===== config.mk =====
export PLATFORM = sky130hd
export DESIGN_NAME = writeback_buffer
export DESIGN_NICKNAME = d
export VERILOG_FILES = /design/src/rtl/writeback_buffer.sv
export SDC_FILE = /design/constraint.sdc
export NUM_CORES = 1
export LEC_CHECK = 0
export ABC_CLOCK_PERIOD_IN_PS = 11570
export CELL_PAD_IN_SITES_DETAIL_PLACEMENT = 0
export CELL_PAD_IN_SITES_GLOBAL_PLACEMENT = 1
export CORE_AREA = 4 4 206 208
export CTS_CLUSTER_SIZE = 14
export DETAILED_ROUTE_END_ITERATION = 10
export DIE_AREA = 0 0 210 212
export HOLD_SLACK_MARGIN = 0.15
export PLACE_DENSITY = 0.79
export SYNTH_ARGS = -nofsm -noshare
export SYNTH_HDL_FRONTEND = slang
export SYNTH_SLANG_ARGS = --single-unit

===== constraint.sdc =====
create_clock -name clk -period 11.57 [get_ports clk]
set_input_delay 2.314 -clock clk [delete_from_list [all_inputs] [get_ports clk]]
set_output_delay 2.314 -clock clk [all_outputs]
set_load 0.005 [all_outputs]

===== src/rtl/writeback_buffer.sv =====
// rtl/writeback_buffer.sv - in-order write-back buffer between cache evictions and data memory
//
// Holds evicted dirty lines in a small circular FIFO and drains them one at a
// time to data memory, while answering combinational refill lookups.
//
// Ports:
//   clk, reset                      rising-edge clock, synchronous active-high reset
//   push_valid/addr/data, push_ready   evicted-line push from the cache
//   lookup_addr -> lookup_hit/data     same-cycle forwarding of buffered lines
//   mem_is_input_valid, mem_write,
//   mem_addr, mem_din, mem_ready       one line write at a time to data memory
//   is_empty                        nothing buffered and drain FSM idle
module writeback_buffer #(
   parameter int LINE_SIZE = 16,
   parameter int DEPTH     = 2
) (
   input  logic                   clk,
   input  logic                   reset,
   input  logic                   push_valid,
   input  logic [31:0]            push_addr,
   input  logic [LINE_SIZE*8-1:0] push_data,
   output logic                   push_ready,
   input  logic [31:0]            lookup_addr,
   output logic                   lookup_hit,
   output logic [LINE_SIZE*8-1:0] lookup_data,
   output logic                   mem_is_input_valid,
   output logic [31:0]            mem_addr,
   output logic                   mem_write,
   output logic [LINE_SIZE*8-1:0] mem_din,
   input  logic                   mem_ready,
   output logic                   is_empty
);

   localparam int OFS = $clog2(LINE_SIZE);
   localparam int LW  = LINE_SIZE * 8;
   localparam int PW  = $clog2(DEPTH);
   localparam int TW  = 32 - OFS;
   localparam logic [PW:0] FULL = (PW+1)'(DEPTH);

   typedef enum logic {IDLE, ISSUE} state_t;

   state_t            state, state_next;
   logic [DEPTH-1:0]  valid;
   logic [TW-1:0]     tag_mem  [DEPTH];
   logic [LW-1:0]     data_mem [DEPTH];
   logic [PW-1:0]     head, tail;
   logic [PW:0]       count, count_next;

   logic [TW-1:0]     push_tag, look_tag;
   logic              coal_hit, look_hit;
   logic [PW-1:0]     coal_sel, look_sel, idx;
   logic              push_fire, handshake;
   logic              unused_offset_bits;

   assign push_tag = push_addr[31:OFS];
   assign look_tag = lookup_addr[31:OFS];
   assign unused_offset_bits = ^{push_addr[OFS-1:0], lookup_addr[OFS-1:0]};

   // Walk entries oldest to youngest so the last match found is the youngest.
   // The head entry is excluded as a coalesce target while it is being issued,
   // since memory may already be consuming its data.
   always_comb begin
      coal_hit = 1'b0;
      coal_sel = '0;
      look_hit = 1'b0;
      look_sel = '0;
      idx      = '0;
      for (int k = 0; k < DEPTH; k++) begin
         idx = head + PW'(k);
         if (valid[idx] && tag_mem[idx] == push_tag && !(state == ISSUE && k == 0)) begin
            coal_hit = 1'b1;
            coal_sel = idx;
         end
         if (valid[idx] && tag_mem[idx] == look_tag) begin
            look_hit = 1'b1;
            look_sel = idx;
         end
      end
   end

   assign lookup_hit  = look_hit;
   assign lookup_data = look_hit ? data_mem[look_sel] : '0;

   // Uses the registered count, so a slot freed by this cycle's pop is not
   // reusable until the next cycle.
   assign push_ready = !reset && ((count < FULL) || coal_hit);
   assign push_fire  = push_valid && push_ready;
   assign handshake  = (state == ISSUE) && mem_ready;

   always_comb begin
      count_next = count;
      if (push_fire && !coal_hit) count_next = count_next + 1'b1;
      if (handshake)              count_next = count_next - 1'b1;
   end

   always_ff @(posedge clk) begin
      if (reset) begin
         state <= IDLE;
      end else begin
         state <= state_next;
      end
   end

   always_comb begin
      state_next         = state;
      mem_is_input_valid = 1'b0;
      case (state)
         IDLE: begin
            if (count != '0) state_next = ISSUE;
         end
         ISSUE: begin
            mem_is_input_valid = 1'b1;
            if (handshake && count_next == '0) state_next = IDLE;
         end
         default: state_next = IDLE;
      endcase
   end

   assign mem_write = mem_is_input_valid;
   assign mem_addr  = {tag_mem[head], {OFS{1'b0}}};
   assign mem_din   = data_mem[head];
   assign is_empty  = (count == '0) && (state == IDLE);

   // An append never targets the head slot during a pop: appends need
   // count < DEPTH and a pop needs count > 0, so tail != head then.
   always_ff @(posedge clk) begin
      if (reset) begin
         valid <= '0;
         head  <= '0;
         tail  <= '0;
         count <= '0;
      end else begin
         if (handshake) begin
            valid[head] <= 1'b0;
            head        <= head + 1'b1;
         end
         if (push_fire) begin
            if (coal_hit) begin
               data_mem[coal_sel] <= push_data;
            end else begin
               valid[tail]    <= 1'b1;
               tag_mem[tail]  <= push_tag;
               data_mem[tail] <= push_data;
               tail           <= tail + 1'b1;
            end
         end
         count <= count_next;
      end
   end

endmodule


# Yosys cells after proc, flatten, opt, wreduce, memory -nomap -nowiden
# Memory sizes are Yosys's and may differ from the RTL's. A register that Yosys moved wholly into a read port is not among the register bits.
# Index checks and enable logic that the tools add are counted.
# word_totals
regBits	7
ramBits	312
inputBits	196
output_inout_bits	293
elab_cells	90
memories	2
# op_classes
addsub	4
order_cmp	6
eq_ne	4
n_mux	42
bitwise	5
reduce_logical	22
# memory_table
name	depth	word_bits	rd	rd_ports_with_merged_regs	wr	line	rtl
data_mem	2	128	2	1	1	45	logic [LW-1:0] data_mem [DEPTH];
tag_mem	2	28	2	1	1	44	logic [TW-1:0] tag_mem [DEPTH];
# op_table
op	n
two-way mux 128 bit	2
OR reduction 128 bit	1
== test 28 bit	4
two-way mux 1 bit	31
logical AND 1 bit	13
two-way mux 2 bit	6
< comparator 1 x 2 -> 1 bit, second input constant	3
zero test 2 bit	2
zero test 1 bit	3
adder 1 bit, second input constant	2
adder 2 x 1 -> 2 bit, second input constant	1
AND 2 bit	1
demux 1 bit (select 1 bit)	2
>= comparator 1 bit, second input constant	2
< comparator 2 bit, second input constant	1
inverter 1 bit	2
inverter 2 bit	1
OR 2 bit	1
one-hot mux 1 bit (2 select lines)	1
AND reduction 2 bit	1
nonzero test 2 bit	1
subtractor 2 x 1 -> 2 bit, second input constant	1
logical OR 1 bit	1

# Longest topological paths before layout
# logic_depth
word_depth	17
ltp_mapped	12
depth_no_buf	8

# Worst setup path before layout
# No wires, ideal clock.
# synth_timing
kind	input to register
from	in push_addr[18]
to	mem data_mem[0][0] (netlist name) (enable)
setup_ns	0.658
arrival_ns	9.370
required_ns	10.912
slack_ns	1.542
stages	6
n_path_buf	0
cell_sequence	xnor2_1 > nor4_1 > nand4_1 > nor3_1 > a22oi_1 > a21oi_1
# synth_between
elab_chain_cells	13
word_cells_on_any_way	23
classes_between	eq/ne (2); mux (14); reduce/logical (7)
# synth_lines
element	line	rtl
start: declaration	20	input logic [31:0] push_addr,
== test 28 bit	70	if (valid[idx] && tag_mem[idx] == push_tag && !(state == ISSUE && k == 0)) begin
logical AND 1 bit (2 in a row)	70	
two-way mux 1 bit (2 in a row)	70	
logical OR 1 bit	86	assign push_ready = !reset && ((count < FULL) || coal_hit);
logical AND 1 bit	86	
logical AND 1 bit	87	assign push_fire = push_valid && push_ready;
two-way mux 1 bit	137	if (push_fire) begin
two-way mux 1 bit	127	if (reset) begin
two-way mux 1 bit (implied by the code)	143	data_mem[tail] <= push_data;
OR reduction 128 bit (no source line)	--	
two-way mux 1 bit (no source line)	--	
end: declaration	45	
# Several ways; a longest one is shown, not always the timed one.

# Final worst setup path
# layout_timing
from	in lookup_addr[21]
to	out lookup_data[109]
# layout_between
elab_chain_cells	6
word_cells_on_any_way	10
classes_between	eq/ne (2); mux (5); reduce/logical (2); memory (1)
# layout_lines
element	line	rtl
start: declaration	23	input logic [31:0] lookup_addr,
== test 28 bit	74	if (valid[idx] && tag_mem[idx] == look_tag) begin
logical AND 1 bit	74	
two-way mux 1 bit (2 in a row)	74	
memory read (2 x 128 bit)	--	
two-way mux 128 bit (*)	82	assign lookup_data = look_hit ? data_mem[look_sel] : '0;
end: declaration	25	output logic [LINE_SIZE*8-1:0] lookup_data,
# Every way passes the cells marked *; elsewhere a longest branch is shown, timed or not.

==> results.ini <==
[floorplan]
num_rows=74
die_h_um=212
start_util_pct=37.8
die-width_um=210
dieArea_mm2=0.0445
core_area_mm2=0.0406
io_pins=489

[logic_synthesis]
synth_seq_cells=320
syn_avg_cell_area_um2=14.6
synth_flop_cell=edfxtp_1
synth_cell_types=38
synth_async_sr_flop_share_pct=0
synth_edf_count=312
seq_area_frac_synth_pct=62.1
synth_warnings=0
synthesis.area_mm2=0.0153
synth_cells=1053

[worst_setup_path]
reg2reg_slack_ns=5.59
critical_path_class=input pin to output pin
cp.required_ns=9.26
cp_cell_sequence=clkdlybuf4s50_1 > xor2_1 > nand4_1 > a211o_1 > nor4_2 > xnor2_2 > buf_12 > mux2i_1 > nor2_1 > clkdlybuf4s50_1
critPathBufInv=3
endpoint_kind=output pin
r2r_cells=10
crit_fanout=128
r2r-end=data_mem[1][66]
cp_data_arrival_time_ns=6.30
cp_top_family=buffers and inverters
cp-start-kind=input pin
max_stage_delay_ns=0.53
timing.critical_path.mode_cell=clkdlybuf4s50_1
cp_slowest_cell=clkdlybuf4s50_1

[power_and_ir_drop]
vdd_drop_max_v=0.000107
netSwitchingFraction_pct=27.3
p_leak_nw=7.96
combPwrFrac_pct=28.2
power_density_mw_per_mm2=166
p_seq_share_pct=40.2
p_sw_mw=0.984
p_int_mw=2.62
total_power_mw=3.61
p_clk_share_pct=31.7

[cts]
cts_hold_buf=0
postCtsSetupBuffers=0
ctsResizeCount=0
clkTransAtPathRegs_ns=0.05
cts_sinks=320
insertion_delay_ns=0.53
cts_root_buf=clkbuf_16
cts_max_path_buffers=3
htree_levels=2
numCtsBuffers=38
cts_tree=yes

[detailed_routing]
routed.top_layer=met5
wl_met1_mm=17.8
routed_wl_mm=46.7
drt_iter0_markers=552
dr_total_vias=10400
route.met3.wl_mm=3.47
ant_nets=0
avgRoutedWirePerCell_um=22.3
via_per_inst=4.96
met2_wirelength_mm=23.7
drc=0
first_pass_iters=5

[timing]
rsz0062_at_grt=false
skew_ns=0.0144
setup_tns_ns=0
finalMaxSlewViolations=0
setup_viol=0
hold_viol=0
worstMarginPinSlew_ns=1.26
slew_headroom_pct=15.8
worst_slack_ns=2.95
period_share_pct=74.5
fmax_mhz=116
post-route-min-period_ns=8.62

[worst_hold_path]
whs_endpoint=valid[0]
holdPathStages=2
hold_class=flip-flop to flip-flop
min-delay-start=valid[0]

[finish]
multi_input_area_mm2=0.00538
utilization_pct=53.7
fin_nets=1724
final_cell_area_mm2=0.0218
layout-drive-gt1-share_pct=13.4
fillers=3434
area_growth_pct=41.9
regArea_mm2=0.00953

[run]
maxCapViolCount=0

[grt]
overflow=0
grt_pass1_vias=10800
grt_pass1_wl_mm=66.9
grt_max_degree=129
antenna_found_initial=5
track_usage_pct=19.8

[run_status]
status=finished clean

[placement]
dp_hpwl_mm=33.1
post_dp_cell_area_mm2=0.0206
io_buffers=476
place_ws_ns=3.14
gp_congestion=0.855

==> power by group through the flow <==
stage          registers, mW  clock network (mW)  logic [mW]
2_1_floorplan           1.46                   0       0.574
3_3_place_gp            1.47                   0        1.02
3_5_place_dp            1.47                   0        1.02
4_1_cts                 1.45                1.18        1.03
5_1_grt                 1.46                1.23        1.08
6_report                1.45                1.14        1.02
==> tightest hold or removal path: cells and delay by family (launching register included) <==
family	cells	cell delay, ns
DFF	1	0.34
AOI/OAI and AO/OA	2	0.15
==> layout make-up <==
| class | instances | share of cell area, % |
|---|---|---|
| Antenna cell | 5 | 0.0574 |
| Clock buffer | 46 | 4.60 |
| Clock inverter | 23 | 0.850 |
| Inverter | 35 | 0.603 |
| Multi-Input combinational cell | 645 | 24.7 |
| Sequential cell | 320 | 43.8 |
| Tap cell | 532 | 3.06 |
| Timing Repair Buffer | 487 | 22.4 |
==> layer usage <==
metal  global-route usage [%]  up-vias
met5                        0        -
met4                     8.24        2
met3                     5.44       90
met2                     34.4      383
li1                         -     4821
met1                     23.2     5094
==> per-stage QoR <==
step / std cells / hold slack [ns]
2_1_floorplan: 1056 / 0.476
3_3_place_gp: 2019 / 0.514
3_5_place_dp: 2019 / 0.532
4_1_cts: 2088 / 0.539
5_1_grt: 2092 / 0.585
6_report: 2093 / 0.542
==> Yosys cell counts (4+ instances only) <==
cell      count  area [um2]
buf_2         4        20.0
inv_1        35         131
edfxtp_1    312        9370
xnor2_1      95         832
a21oi_1       6        30.0
o21ai_0       4        20.0
nand4_1      12        75.1
dfxtp_1       8         160
xor2_1       20         175
mux2_2      129        1450
clkbuf_1     28         105
buf_6        14         158
buf_4         7        52.6
mux2i_2       5        68.8
nand2_1       5        18.8
mux2i_1     179        1790
nor3_1        6        30.0
nor2_1      139         522
nor4_1       20         125
==> how the worst max path moves through the flow <==
stage,start,endpoint,depth (start not counted)
floorplan,push_addr[18],data_mem[0][0],6
global placement,lookup_addr[21],lookup_data[109],10
detailed placement,lookup_addr[21],lookup_data[109],10
CTS,lookup_addr[21],lookup_data[109],10
global route,lookup_addr[20],lookup_data[109],10
finish,lookup_addr[21],lookup_data[109],10
==> flip-flops by register name, indices dropped and copies added (netlist names), named ones only <==
| register | cells |
|---|---|
| count | 2 |
| data_mem | 256 |
| head | 1 |
| state | 1 |
| tag_mem | 56 |
| tail | 1 |
| valid | 2 |
==> cells in the final DEF (no fill, tap or decap), types with 2 or more instances in the layout <==
master	synthesis	final
nor2_1	139	138
dfxtp_1	8	6
nor4_2	2	2
mux2_2	129	129
nand4_1	12	12
nor3_1	6	6
a21oi_4	0	2
o21ai_0	4	4
bufinv_16	0	3
xnor2_1	95	94
clkinv_2	0	12
mux2i_2	5	5
buf_12	0	2
buf_4	7	9
conb_1	1	4
clkbuf_1	28	7
mux2i_1	179	179
nand3_1	2	2
clkdlybuf4s50_1	0	476
edfxtp_1	312	312
nand2_1	5	5
a21oi_1	6	4
clkinv_1	0	7
diode_2	0	5
nand2b_1	3	3
clkbuf_16	0	39
xor2_1	20	20
a22oi_1	2	2
nor4_1	20	20
inv_1	35	35
==> logic make-up (layout without fill, tap and decap cells) <==
kind of cell,Yosys count,after routing,synth area share [%]
buf+inv,91,591,3.19
flops,320,320,62.1
mux,314,314,21.7
compound gates,20,20,0.856
other cells,1,9,0.0244
xor+xnor,115,115,6.56
simple gates,191,191,5.45
fa+ha+maj,1,1,0.0815
(Power assumes the default switching activity.)
